[src/rtl/hash_out_collector_pkg.sv]
// Shared definitions for the hash output path: collector FSM encoding,
// the address-width helper used to size RAM ports, and the last-word mask.
// Pure definitions: no logic and no timing of its own.
package hash_out_collector_pkg;

   // Collector states.
   typedef enum logic [1:0] {
      ST_IDLE    = 2'd0,
      ST_COLLECT = 2'd1,
      ST_FORCE   = 2'd2,
      ST_DONE    = 2'd3
   } hoc_state_t;

   // Ceiling log2, never less than 1 so that a port width is always legal.
   function automatic int clog2(input int unsigned n);
      int r;
      r = 0;
      while ((64'd1 << r) < 64'(n)) begin
         r = r + 1;
      end
      return (r < 1) ? 1 : r;
   endfunction

   // Last-word mask, one bit at a time: with rem = len mod width, bit
   // bit_idx of the final word survives only below rem. rem == 0 means
   // the final word is full, so every bit survives.
   function automatic logic last_word_keep(input int bit_idx, input int rem);
      return (rem == 0) || (bit_idx < rem);
   endfunction

endpackage

[src/rtl/hash_out_collector.sv]
// Collects squeezed hash words into a RAM, masks the trailing partial word,
// then asks the hash core to stop squeezing and pulses o_done.
// Latency: a word accepted in cycle N is written in cycle N+1; one word/cycle.
// Backpressure: o_hash_data_ready is high only while collecting; excess
// words beyond the RAM depth are accepted and dropped.
// Ports:
//   clk, rst            clock, synchronous active-high reset
//   i_start             begin a collection (only honoured in IDLE)
//   i_output_length     requested length in bits, latched on i_start
//   i_hash_data(_valid) / o_hash_data_ready   word stream from the hash core
//   o_wr_en/addr/data   registered RAM write port
//   o_force_done / i_force_done_ack           stop-squeezing handshake
//   o_overflow          sticky: length exceeded RAM depth
//   o_busy, o_done      not-idle flag, one-cycle completion pulse
module hash_out_collector
   import hash_out_collector_pkg::*;
#(
   parameter int IO_WIDTH      = 32,
   parameter int MAX_RAM_DEPTH = 64
) (
   input  logic                             clk,
   input  logic                             rst,
   input  logic                             i_start,
   input  logic [IO_WIDTH-1:0]              i_output_length,
   input  logic [IO_WIDTH-1:0]              i_hash_data,
   input  logic                             i_hash_data_valid,
   output logic                             o_hash_data_ready,
   output logic                             o_wr_en,
   output logic [clog2(MAX_RAM_DEPTH)-1:0]  o_wr_addr,
   output logic [IO_WIDTH-1:0]              o_wr_data,
   output logic                             o_force_done,
   input  logic                             i_force_done_ack,
   output logic                             o_overflow,
   output logic                             o_busy,
   output logic                             o_done
);

   localparam int AW = clog2(MAX_RAM_DEPTH);
   localparam logic [IO_WIDTH-1:0] WORD_BITS = IO_WIDTH'(IO_WIDTH);
   localparam logic [IO_WIDTH-1:0] DEPTH     = IO_WIDTH'(MAX_RAM_DEPTH);

   hoc_state_t          state_q;
   logic [IO_WIDTH-1:0] nwords_q;
   logic [IO_WIDTH-1:0] rem_q;
   logic [IO_WIDTH-1:0] cnt_q;
   logic                wr_en_q;
   logic [AW-1:0]       wr_addr_q;
   logic [IO_WIDTH-1:0] wr_data_q;
   logic                force_q;
   logic                ovf_q;
   logic                done_q;

   logic [IO_WIDTH-1:0] rem_d;
   logic [IO_WIDTH-1:0] nwords_d;
   logic [IO_WIDTH-1:0] wr_data_d;
   logic                handshake;
   logic                last_word;

   // Word count is len/width rounded up; done without an adder on len so a
   // length near the top of the range cannot wrap.
   assign rem_d    = i_output_length % WORD_BITS;
   assign nwords_d = (i_output_length / WORD_BITS)
                   + {{(IO_WIDTH-1){1'b0}}, (rem_d != '0)};

   assign handshake = i_hash_data_valid & o_hash_data_ready;
   assign last_word = (cnt_q == nwords_q - 1'b1);

   always_comb begin
      wr_data_d = '0;
      for (int b = 0; b < IO_WIDTH; b++) begin
         wr_data_d[b] = i_hash_data[b] & (~last_word | last_word_keep(b, int'(32'(rem_q))));
      end
   end

   always_ff @(posedge clk) begin
      if (rst) begin
         state_q   <= ST_IDLE;
         nwords_q  <= '0;
         rem_q     <= '0;
         cnt_q     <= '0;
         wr_en_q   <= 1'b0;
         wr_addr_q <= '0;
         wr_data_q <= '0;
         force_q   <= 1'b0;
         ovf_q     <= 1'b0;
         done_q    <= 1'b0;
      end else begin
         wr_en_q <= 1'b0;
         done_q  <= 1'b0;
         case (state_q)
            ST_IDLE: begin
               if (i_start) begin
                  nwords_q <= nwords_d;
                  rem_q    <= rem_d;
                  cnt_q    <= '0;
                  ovf_q    <= (nwords_d > DEPTH);
                  if (i_output_length == '0) begin
                     state_q <= ST_DONE;
                     done_q  <= 1'b1;
                  end else begin
                     state_q <= ST_COLLECT;
                  end
               end
            end
            ST_COLLECT: begin
               if (handshake) begin
                  cnt_q <= cnt_q + 1'b1;
                  // Words past the RAM end are consumed but never written,
                  // so the address cannot wrap onto earlier data.
                  if (cnt_q < DEPTH) begin
                     wr_en_q   <= 1'b1;
                     wr_addr_q <= cnt_q[AW-1:0];
                     wr_data_q <= wr_data_d;
                  end
                  if (last_word) begin
                     state_q <= ST_FORCE;
                     force_q <= 1'b1;
                  end
               end
            end
            ST_FORCE: begin
               if (i_force_done_ack) begin
                  state_q <= ST_DONE;
                  force_q <= 1'b0;
                  done_q  <= 1'b1;
               end
            end
            default: begin
               state_q <= ST_IDLE;
            end
         endcase
      end
   end

   // Outputs are gated by rst so that the reset cycle itself is quiet,
   // including a write that was registered just before rst rose.
   assign o_hash_data_ready = (state_q == ST_COLLECT) & ~rst;
   assign o_busy            = (state_q != ST_IDLE) & ~rst;
   assign o_wr_en           = wr_en_q & ~rst;
   assign o_wr_addr         = rst ? '0 : wr_addr_q;
   assign o_wr_data         = rst ? '0 : wr_data_q;
   assign o_force_done      = force_q & ~rst;
   assign o_overflow        = ovf_q & ~rst;
   assign o_done            = done_q & ~rst;

endmodule
[config.mk]
export PLATFORM = sky130hd
export DESIGN_NAME = hash_out_collector
export DESIGN_NICKNAME = d
export VERILOG_FILES = /design/src/rtl/hash_out_collector_pkg.sv /design/src/rtl/hash_out_collector.sv
export SDC_FILE = /design/constraint.sdc
export NUM_CORES = 1
export LEC_CHECK = 0
export ABC_AREA = 1
export BUFFER_PORTS_ARGS = -buffer_cell sky130_fd_sc_hd__buf_2
export CAP_MARGIN = 20
export CORE_MARGIN = 8
export CORE_UTILIZATION = 40
export DETAILED_ROUTE_END_ITERATION = 8
export GPL_TIMING_DRIVEN = 0
export HOLD_SLACK_MARGIN = 0.02
export PLACE_DENSITY = 0.72
export SYNTH_ARGS = -nofsm -noshare
export SYNTH_HDL_FRONTEND = slang
export SYNTH_SLANG_ARGS = --single-unit
[constraint.sdc]
create_clock -name clk -period 2.5 [get_ports clk]
set_clock_uncertainty 0.2 [all_clocks]
set_input_delay 0.5 -clock clk [delete_from_list [all_inputs] [get_ports clk]]
set_output_delay 0.5 -clock clk [all_outputs]
set_load 0.02 [all_outputs]
# Word level (Yosys, flattened, before mapping)

Cells that the tools add are included.

$add $sub $neg: 3
$lt $le $gt $ge: 34
Eq/ne operators: 7
Multiplexer cells: 20
Bitwise gates (word level): 75
Reduce and logical (&&, ||, !) cells: 45

Operator list:

| operator                | count |
|---|---|
| $mux W32                | 3 |
| $lt A5 B5 Y1 const A    | 16 |
| $logic_not A32 Y1       | 2 |
| $pmux W32 S2            | 1 |
| $lt A4 B5 Y1 const A    | 8 |
| $and A1 B1 Y1           | 39 |
| $add A32 B1 Y32 const B | 1 |
| $eq A32 B32 Y1          | 1 |
| $logic_or A1 B1 Y1      | 32 |
| $lt A32 B7 Y1 const B   | 1 |
| $or A1 B1 Y1            | 32 |
| $reduce_bool A32 Y1     | 1 |
| $sub A32 B1 Y32 const B | 1 |
| $add A27 B1 Y28         | 1 |
| $gt A28 B7 Y1 const B   | 1 |
| $lt A3 B5 Y1 const A    | 4 |
| $lt A1 B5 Y1 const A    | 2 |
| $lt A2 B5 Y1 const A    | 2 |
| $mux W2                 | 5 |
| $ne A2 B2 Y1 const B    | 4 |
| $reduce_and A4 Y1       | 2 |
| $mux W1                 | 7 |
| $mux W6                 | 1 |
| $pmux W2 S3             | 1 |
| 9 further kinds         | 16 |

Register bits: 113
Input bits: 69
Output and inout port bits: 44
Logic and storage cells: 194

# Logic depth before layout (Yosys ltp)

Gate-level depths: netlist (run 1).

Word-level depth: 5
Gate-level depth with buffers: 20
Depth with buffers taken out: 20

# Least setup slack after synthesis (run 1)

No wires, ideal clock.

Path type: input port to flip-flop
Start: input port i_output_length[1]
End: register ovf_q
Setup time: 117 ps
Arrival: 2333 ps
Path slack: -150 ps
Cell stages on the path: 18
Buffers on the path: 0
Cell sequence: nor3_1 nand2_1 ha_1 ha_1 nand2_1 nor2_1 nand2_1 inv_1 nand3_1 nor2_1 nand2_1 xor2_1 inv_1 nand3_1 nor2_1 nand2_1 nor2_1 nor2_1

Word-level cells in the longest chain between the ends: 3

RTL lines:

| element                | RTL line                 | RTL |
|---|---|---|
| start: declaration     | hash_out_collector.sv:24 | `input logic [IO_WIDTH-1:0] i_output_length,` |
| $reduce_bool A32 Y1    | hash_out_collector.sv:63 | `+ {{(IO_WIDTH-1){1'b0}}, (rem_d != '0)};` |
| $add A27 B1 Y28        | hash_out_collector.sv:63 |  |
| $gt A28 B7 Y1          | hash_out_collector.sv:96 | `ovf_q <= (nwords_d > DEPTH);` |
| end signal: assignment | hash_out_collector.sv:96 |  |
| end: declaration       | hash_out_collector.sv:50 | `logic ovf_q;` |

No other way between the ends.
A chain may end at the register's enable or synchronous reset.

# Worst setup path after layout (run 1)

Start: register nwords_q[0]
End: register wr_data_q[8]

Word-level cells in the longest chain between the ends: 5

RTL lines:

| element                  | RTL line                  | RTL |
|---|---|---|
| start: declaration       | hash_out_collector.sv:43  | `logic [IO_WIDTH-1:0] nwords_q;` |
| start signal: assignment | hash_out_collector.sv:93  | `nwords_q <= nwords_d;` |
| $sub A32 B1 Y32          | hash_out_collector.sv:66  | `assign last_word = (cnt_q == nwords_q - 1'b1);` |
| $eq A32 B32 Y1           | hash_out_collector.sv:66  |  |
| $not A1 Y1               | hash_out_collector.sv:71  | `wr_data_d[b] = i_hash_data[b] & (~last_word \| last_word_keep(b, int'(32'(rem_q))));` |
| $or A1 B1 Y1             | hash_out_collector.sv:71  |  |
| $and A1 B1 Y1            | hash_out_collector.sv:71  |  |
| end signal: assignment   | hash_out_collector.sv:113 | `wr_data_q <= wr_data_d;` |
| end: declaration         | hash_out_collector.sv:48  | `logic [IO_WIDTH-1:0] wr_data_q;` |

No other way between the ends.

==> results of run 1 <==
==> per-stage QoR <==
stage / setup WS, ns / utilization [%]
2_1_floorplan: 0.00936 / -
3_3_place_gp: -0.824 / 44.9
3_5_place_dp: -0.846 / 44.9
4_1_cts: -0.170 / 48.9
5_1_grt: -0.295 / 51.8
6_report: -0.177 / 51.8
==> flip-flops by register name (all words and copies together) (netlist names) <==
signal / flops
ovf_q: 1
wr_en_q: 1
wr_data_q: 32
state_q: 2
force_q: 1
cnt_q: 32
nwords_q: 28
wr_addr_q: 6
rem_q: 5
done_q: 1
==> layer usage <==
metal  share of wire (%)  global-route usage (%)
met5                   0                       0
met4                 3.4                    8.71
met3                 7.5                    3.69
met2                  45                    34.9
met1                  44                    29.1
==> worst min path at each step <==
stage / from / end / cells past startpoint
finish: i_hash_data[0] / wr_data_q[0] / 3
global placement: force_q / force_q / 2
CTS: i_hash_data[0] / wr_data_q[0] / 3
detailed placement: force_q / force_q / 2
global route: i_hash_data[31] / wr_data_q[31] / 3
floorplan: force_q / force_q / 2
==> placed cells by master, fill, tap and decap left out, types with 5 or more instances in the layout <==
cell / instances
nor2_4: 29
inv_1: 195
clkbuf_16: 9
clkbuf_2: 6
a21oi_1: 61
o21ai_1: 9
dfxtp_2: 9
nand4_1: 37
nand3_2: 12
o21ai_0: 43
nand3_4: 6
nor3_4: 5
nor2_2: 23
o21ai_2: 8
inv_4: 5
xor2_1: 46
nor4_1: 16
buf_6: 10
buf_4: 53
clkbuf_1: 25
buf_2: 109
nand2_4: 13
xnor2_1: 17
nand3b_1: 7
dfxtp_1: 98
nor2_1: 216
nand2_1: 347
inv_2: 7
nand2_2: 24
nor3_1: 33
nand3_1: 75
==> kinds of logic after synthesis <==
| kind of cell | synth area share [%] |
|---|---|
| AND/OR/NAND/NOR | 45.7 |
| AO/OA/AOI/OAI | 8.66 |
| XOR/XNOR | 7.04 |
| adder cells (fa/ha/maj) | 1.19 |
| flip-flops | 25.9 |
| buffers and inverters | 11.5 |
==> cell type report <==
class                           count  area [um2]
Buffer                             41         194
Sequential cell                   109        2200
Tap cell                          275         344
Multi-Input combinational cell   1079        5910
Inverter                          211         816
Clock buffer                       10         239
Fill cell                        2084       10100
Clock inverter                      6        61.3
Timing Repair Buffer              169        1060
==> power groups by stage <==
| stage | clock (W) | combinational, W | sequential (W) |
|---|---|---|---|
| finish | 0.00148 | 0.00467 | 0.00230 |
| global route | 0.00157 | 0.00512 | 0.00233 |
| CTS | 0.00149 | 0.00418 | 0.00227 |
| detailed placement | 0 | 0.00373 | 0.00228 |
| global placement | 0 | 0.00369 | 0.00228 |
| floorplan | 0 | 0.00279 | 0.00221 |
==> repair_timing <==
item,in CTS,in global routing
pin swaps,33,67
buffers inserted,27,30
hold buffers,0,0
resized for setup,97,117
endpoints found under the setup margin,98,73
==> Yosys cell counts (all sizes together) <==
master / instances / area, um2
ha: 8 / 100
o21ai: 61 / 305
clkinv: 3 / 11.3
nand3b: 8 / 63.8
a21boi: 1 / 7.51
nand2: 384 / 1480
o21bai: 5 / 37.5
xor2: 50 / 445
a221oi: 1 / 8.76
inv: 208 / 781
clkbuf: 40 / 150
nor3b: 3 / 22.5
nor4: 20 / 140
or2: 4 / 25.0
nor3: 42 / 225
buf: 5 / 28.8
nand4: 37 / 231
o41ai: 1 / 8.76
nand3: 93 / 500
and2: 3 / 20.0
a211oi: 1 / 7.51
nor2: 270 / 1140
o31ai: 1 / 7.51
xnor2: 17 / 149
a22oi: 1 / 7.51
a21oi: 62 / 310
dfxtp: 109 / 2180
and3: 2 / 12.5
o211ai: 4 / 30.0
==> critical path, stage by stage (launching register included) <==
cell	delay, ns
dfxtp_4	0.36
inv_4	0.07
ha_4	0.17
nand2_4	0.07
nor2_4	0.15
nand2_4	0.11
nor2_4	0.17
nand3_2	0.08
nand2_2	0.07
nand2_2	0.07
nor2_1	0.09
nand3_1	0.09
nor2_2	0.12
nand3_2	0.15
nor2_8	0.22
buf_6	0.13
nand4_1	0.10
nand2_1	0.10
nand2_1	0.04
==> metrics.yaml, run 1 <==
critical_path:
  cp-startpoint: "nwords_q[0]"
  worst_r2r_endpoint: "wr_data_q[8]"
  required_ns: 2.57
  r2r_setup_slack_ns: -0.18
  reg2regPathDepth: 18
  path_class: "register to register"
  r2r-start: "nwords_q[0]"
  worstPathMaxFanout: 7
  arrival_ns: 2.75
  crit_end: "wr_data_q[8]"
  cp-start-kind: "register"
  cp-end-kind: "register"
synthesis:
  avgSynthCellArea_um2: 5.84
  yosys_register_bits: 109
  synthCells: 1444
  synth_area_um2: 8440
  yosys_warnings: 0
  syn-num-nets: 1521
  synth_cell_types: 45
  synth-seq-area-share_pct: 25.9
clock_tree:
  clk_path_buf_depth: 2
  clk_latency_ns: 0.36
  cts_tree: "yes"
  cts_root_buf: "clkbuf_16"
  cts_buffers: 9
  cts_max_level: 3
  clkTransAtPathRegs_ns: 0.08
  clock-sinks: 109
finish:
  diodes: 0
  nets: 1697
  drive_gt1_share_pct: 23.1
  syn2layout_area_growth_pct: 28.3
  stdcell_area_um2: 10800
  final_cells: 1900
floorplanning:
  start_util_pct: 40.4
  boundaryPins: 113
  dieArea_um2: 26000
  die_w_um: 161
  num_rows: 53
  core_area_um2: 20900
  fp.dieH_um: 161
timing:
  finalSetupViolCount: 37
  max_freq_mhz: 374
  finalCritPeriodShare_pct: 107
  finalCriticalPeriod_ns: 2.68
  tns_ns: -3.99
  hold-worst-slack_ns: 0.127
  maxSlewViolCount: 0
  worstMarginPinSlew_ns: 0.866
  finalHoldViolations: 0
  relSlewSlack_pct: 42.3
  rsz0062_at_grt: "true"
  fin_ws_ns: -0.177
placement:
  dpl.hpwl_um: 23300
  gp_congestion: 0.968
  port_buffers: 112
  place_area_um2: 9380
  place_inst: 1831
routing:
  drcViolationCount: 0
  drt_iter0_markers: 743
  wl_per_cell_um: 15.6
  dr.pass1.iters: 5
  ant_nets: 0
  drt_wl_total_um: 29700
  via_per_inst: 5.16
  vias: 9796
power:
  switchingPower_w: 0.00409
  swShare_pct: 48.4
  p_seq_share_pct: 27.2
  ir_drop_mv: 0.492
  leakagePower_nw: 5.00
  intPower_w: 0.00436
  p_clk_share_pct: 17.5
  fin_total_pwr_w: 0.00845
  comb_power_share_pct: 55.3
  cellPowerDensity_nw_per_um2: 780
status:
  violations: "setup timing"
  status: "complete, but fails checks"
flow_run:
  maxCapViolations: 0
grt:
  grt_pass1_wl_um: 46500
  grt_overflow: 0
  grt_pass1_vias: 9004
  antenna_found_initial: 0
  grtUsageTotal_pct: 21.9
  grt_max_degree: 21
hold_path:
  holdCritPathClass: "primary input to register"
(Power assumes the default switching activity.)
==> run 2, diff against run 1 <==
PLACE_DENSITY = 0.7   (was 0.72)
clock period = 2.85 ns   (was 2.5 ns; I/O delays follow)
==> run 2 against run 1 <==
  * The flow now finishes without violations
  * Clock-buffer cell count fell by 1
  * Sequential cell count did not move
  * Worst hold slack improved by 0.066 ns
  * Worst setup slack improved by 0.26 ns
  * Sequential share of layout area rose by 1.0 points
  * Critical path depth rose by 2
  * Routed wire length fell by 1.7%
  * Critical endpoint is now ovf_q
==> metrics.yaml, run 2 (same netlist as run 1, synthesis figures left out) <==
grt:
  antenna_found_initial: 1
  grt_max_degree: 22
  grt_pass1_wl_um: 45700
  grt_overflow: 0
  grt_pass1_vias: 8837
  grtUsageTotal_pct: 21.8
placement:
  gp_congestion: 0.958
  place_inst: 1831
  place_area_um2: 9340
  port_buffers: 112
  dpl.hpwl_um: 23400
critical_path:
  required_ns: 2.92
  cp-end-kind: "register"
  cp-startpoint: "i_output_length[1]"
  r2r-start: "nwords_q[1]"
  path_class: "primary input to register"
  r2r_setup_slack_ns: 0.12
  arrival_ns: 2.83
  worstPathMaxFanout: 4
  cp-start-kind: "primary input"
floorplanning:
  start_util_pct: 40.4
  num_rows: 53
  die_w_um: 161
  boundaryPins: 113
  fp.dieH_um: 161
  core_area_um2: 20900
  dieArea_um2: 26000
finish:
  drive_gt1_share_pct: 18.0
  layout_common_cells: "nand2_1, nor2_1, inv_1, buf_2, dfxtp_1"
  final_cells: 1869
  fill_cells: 2220
  syn2layout_area_growth_pct: 21.4
  diodes: 0
  largestRegisters: "cnt_q: 32 flops, wr_data_q: 32 flops, nwords_q: 28 flops"
  nets: 1666
  layout_commonest_cell: "nand2_1"
  fin_util_pct: 49.1
  stdcell_area_um2: 10200
clock_tree:
  cts_max_level: 3
  cts_buffers: 9
  clock-sinks: 109
  cts_tree: "yes"
  clk_path_buf_depth: 2
  clkTransAtPathRegs_ns: 0.08
  cts_root_buf: "clkbuf_16"
  clk_latency_ns: 0.37
  holdBufCountCts: 0
routing:
  dr.pass1.iters: 5
  drt_wl_total_um: 29200
  wl_per_cell_um: 15.6
  drt_iter0_markers: 678
  via_per_inst: 5.16
  ant_nets: 0
  drcViolationCount: 0
  vias: 9638
timing:
  finalCriticalPeriod_ns: 2.77
  finalSetupViolCount: 0
  relSlewSlack_pct: 44.0
  finalHoldViolations: 0
  hold-worst-slack_ns: 0.194
  maxSlewViolCount: 0
  rsz0062_at_grt: "true"
  worstMarginPinSlew_ns: 0.839
  finalCritPeriodShare_pct: 97.0
  tns_ns: 0
  max_freq_mhz: 362
power:
  cellPowerDensity_nw_per_um2: 690
  leakagePower_nw: 4.73
  ir_drop_mv: 0.424
status:
  status: "complete, no violations"
hold_path:
  holdCritPathClass: "primary input to register"
  min_from: "i_hash_data[0]"
flow_run:
  maxCapViolations: 0
[run 2: cell types whose count changed in the layout (fill, tap and decap cells not counted), sizes merged]
cell      previous run  this run
buf                176       139
clkbuf              44        48
clkinv               4         6
clkinvlp             2         1
nor2               270       271
[run 2: what timing repair did]
item | CTS | global route
setup buffers | 5 | 17
gates resized for setup | 32 | 86
pin swaps | 8 | 30
gates cloned | 1 | 0
endpoints found under the setup margin | 66 | 59
[run 2: critical path, stage by stage]
cell and delay [ns]:
buf_2 0.10, nor3_1 0.05, nand2_1 0.15, ha_4 0.18
ha_1 0.17, nand2_1 0.10, nor2_4 0.14, nand2_1 0.10
inv_1 0.14, nand3_2 0.13, nor2_2 0.16, buf_4 0.13
nand4_1 0.08, xor2_1 0.16, inv_1 0.07, nand2_1 0.05
nor2_1 0.09, nand2_1 0.07, nor2_1 0.12, nor2_1 0.05
[run 2: routing by layer]
metal | track usage, % | vias up | wire, um
met1 | 28.5 | 4417 | 13100
met3 | 4.66 | 38 | 2030
met4 | 6.65 | 0 | 586
met5 | 0 | - | 0
li1 | - | 4846 | -
met2 | 35.2 | 337 | 13400
[run 2: final cells by class]
cell class                 instances  area [um2]  area share (%)
clock inverter                     7        77.6           0.757
inverter                         211         801            7.82
sequential                       109        2190            21.4
tap                              275         344            3.36
multi-input combinational       1080        5700            55.6
timing repair buffer             134         729            7.12
clock buffer                       9         225            2.20
buffer                            44         183            1.78
[run 2: path summary, 6_finish.rpt]
path | depth (start not counted) | endpoint
hold / removal | 3 | wr_data_q[0]
setup reg to reg | 16 | state_q[1]
setup / recovery | 20 | ovf_q
hold reg to reg | 2 | force_q
[run 2: report_power, final]
group / total, W / internal (W) / switching, W
Clock: 0.00129 / 0.000625 / 0.000668
Sequential: 0.00201 / 0.00176 / 0.000257
Combinational: 0.00376 / 0.00118 / 0.00257
[run 2: stage by stage]
step | total power [W] | setup WS [ns]
floorplan | 0.00438 | 0.130
global placement | 0.00523 | -0.487
detailed placement | 0.00529 | -0.539
CTS | 0.00670 | 0.0211
global route | 0.00755 | -0.0653
finish | 0.00707 | 0.0846
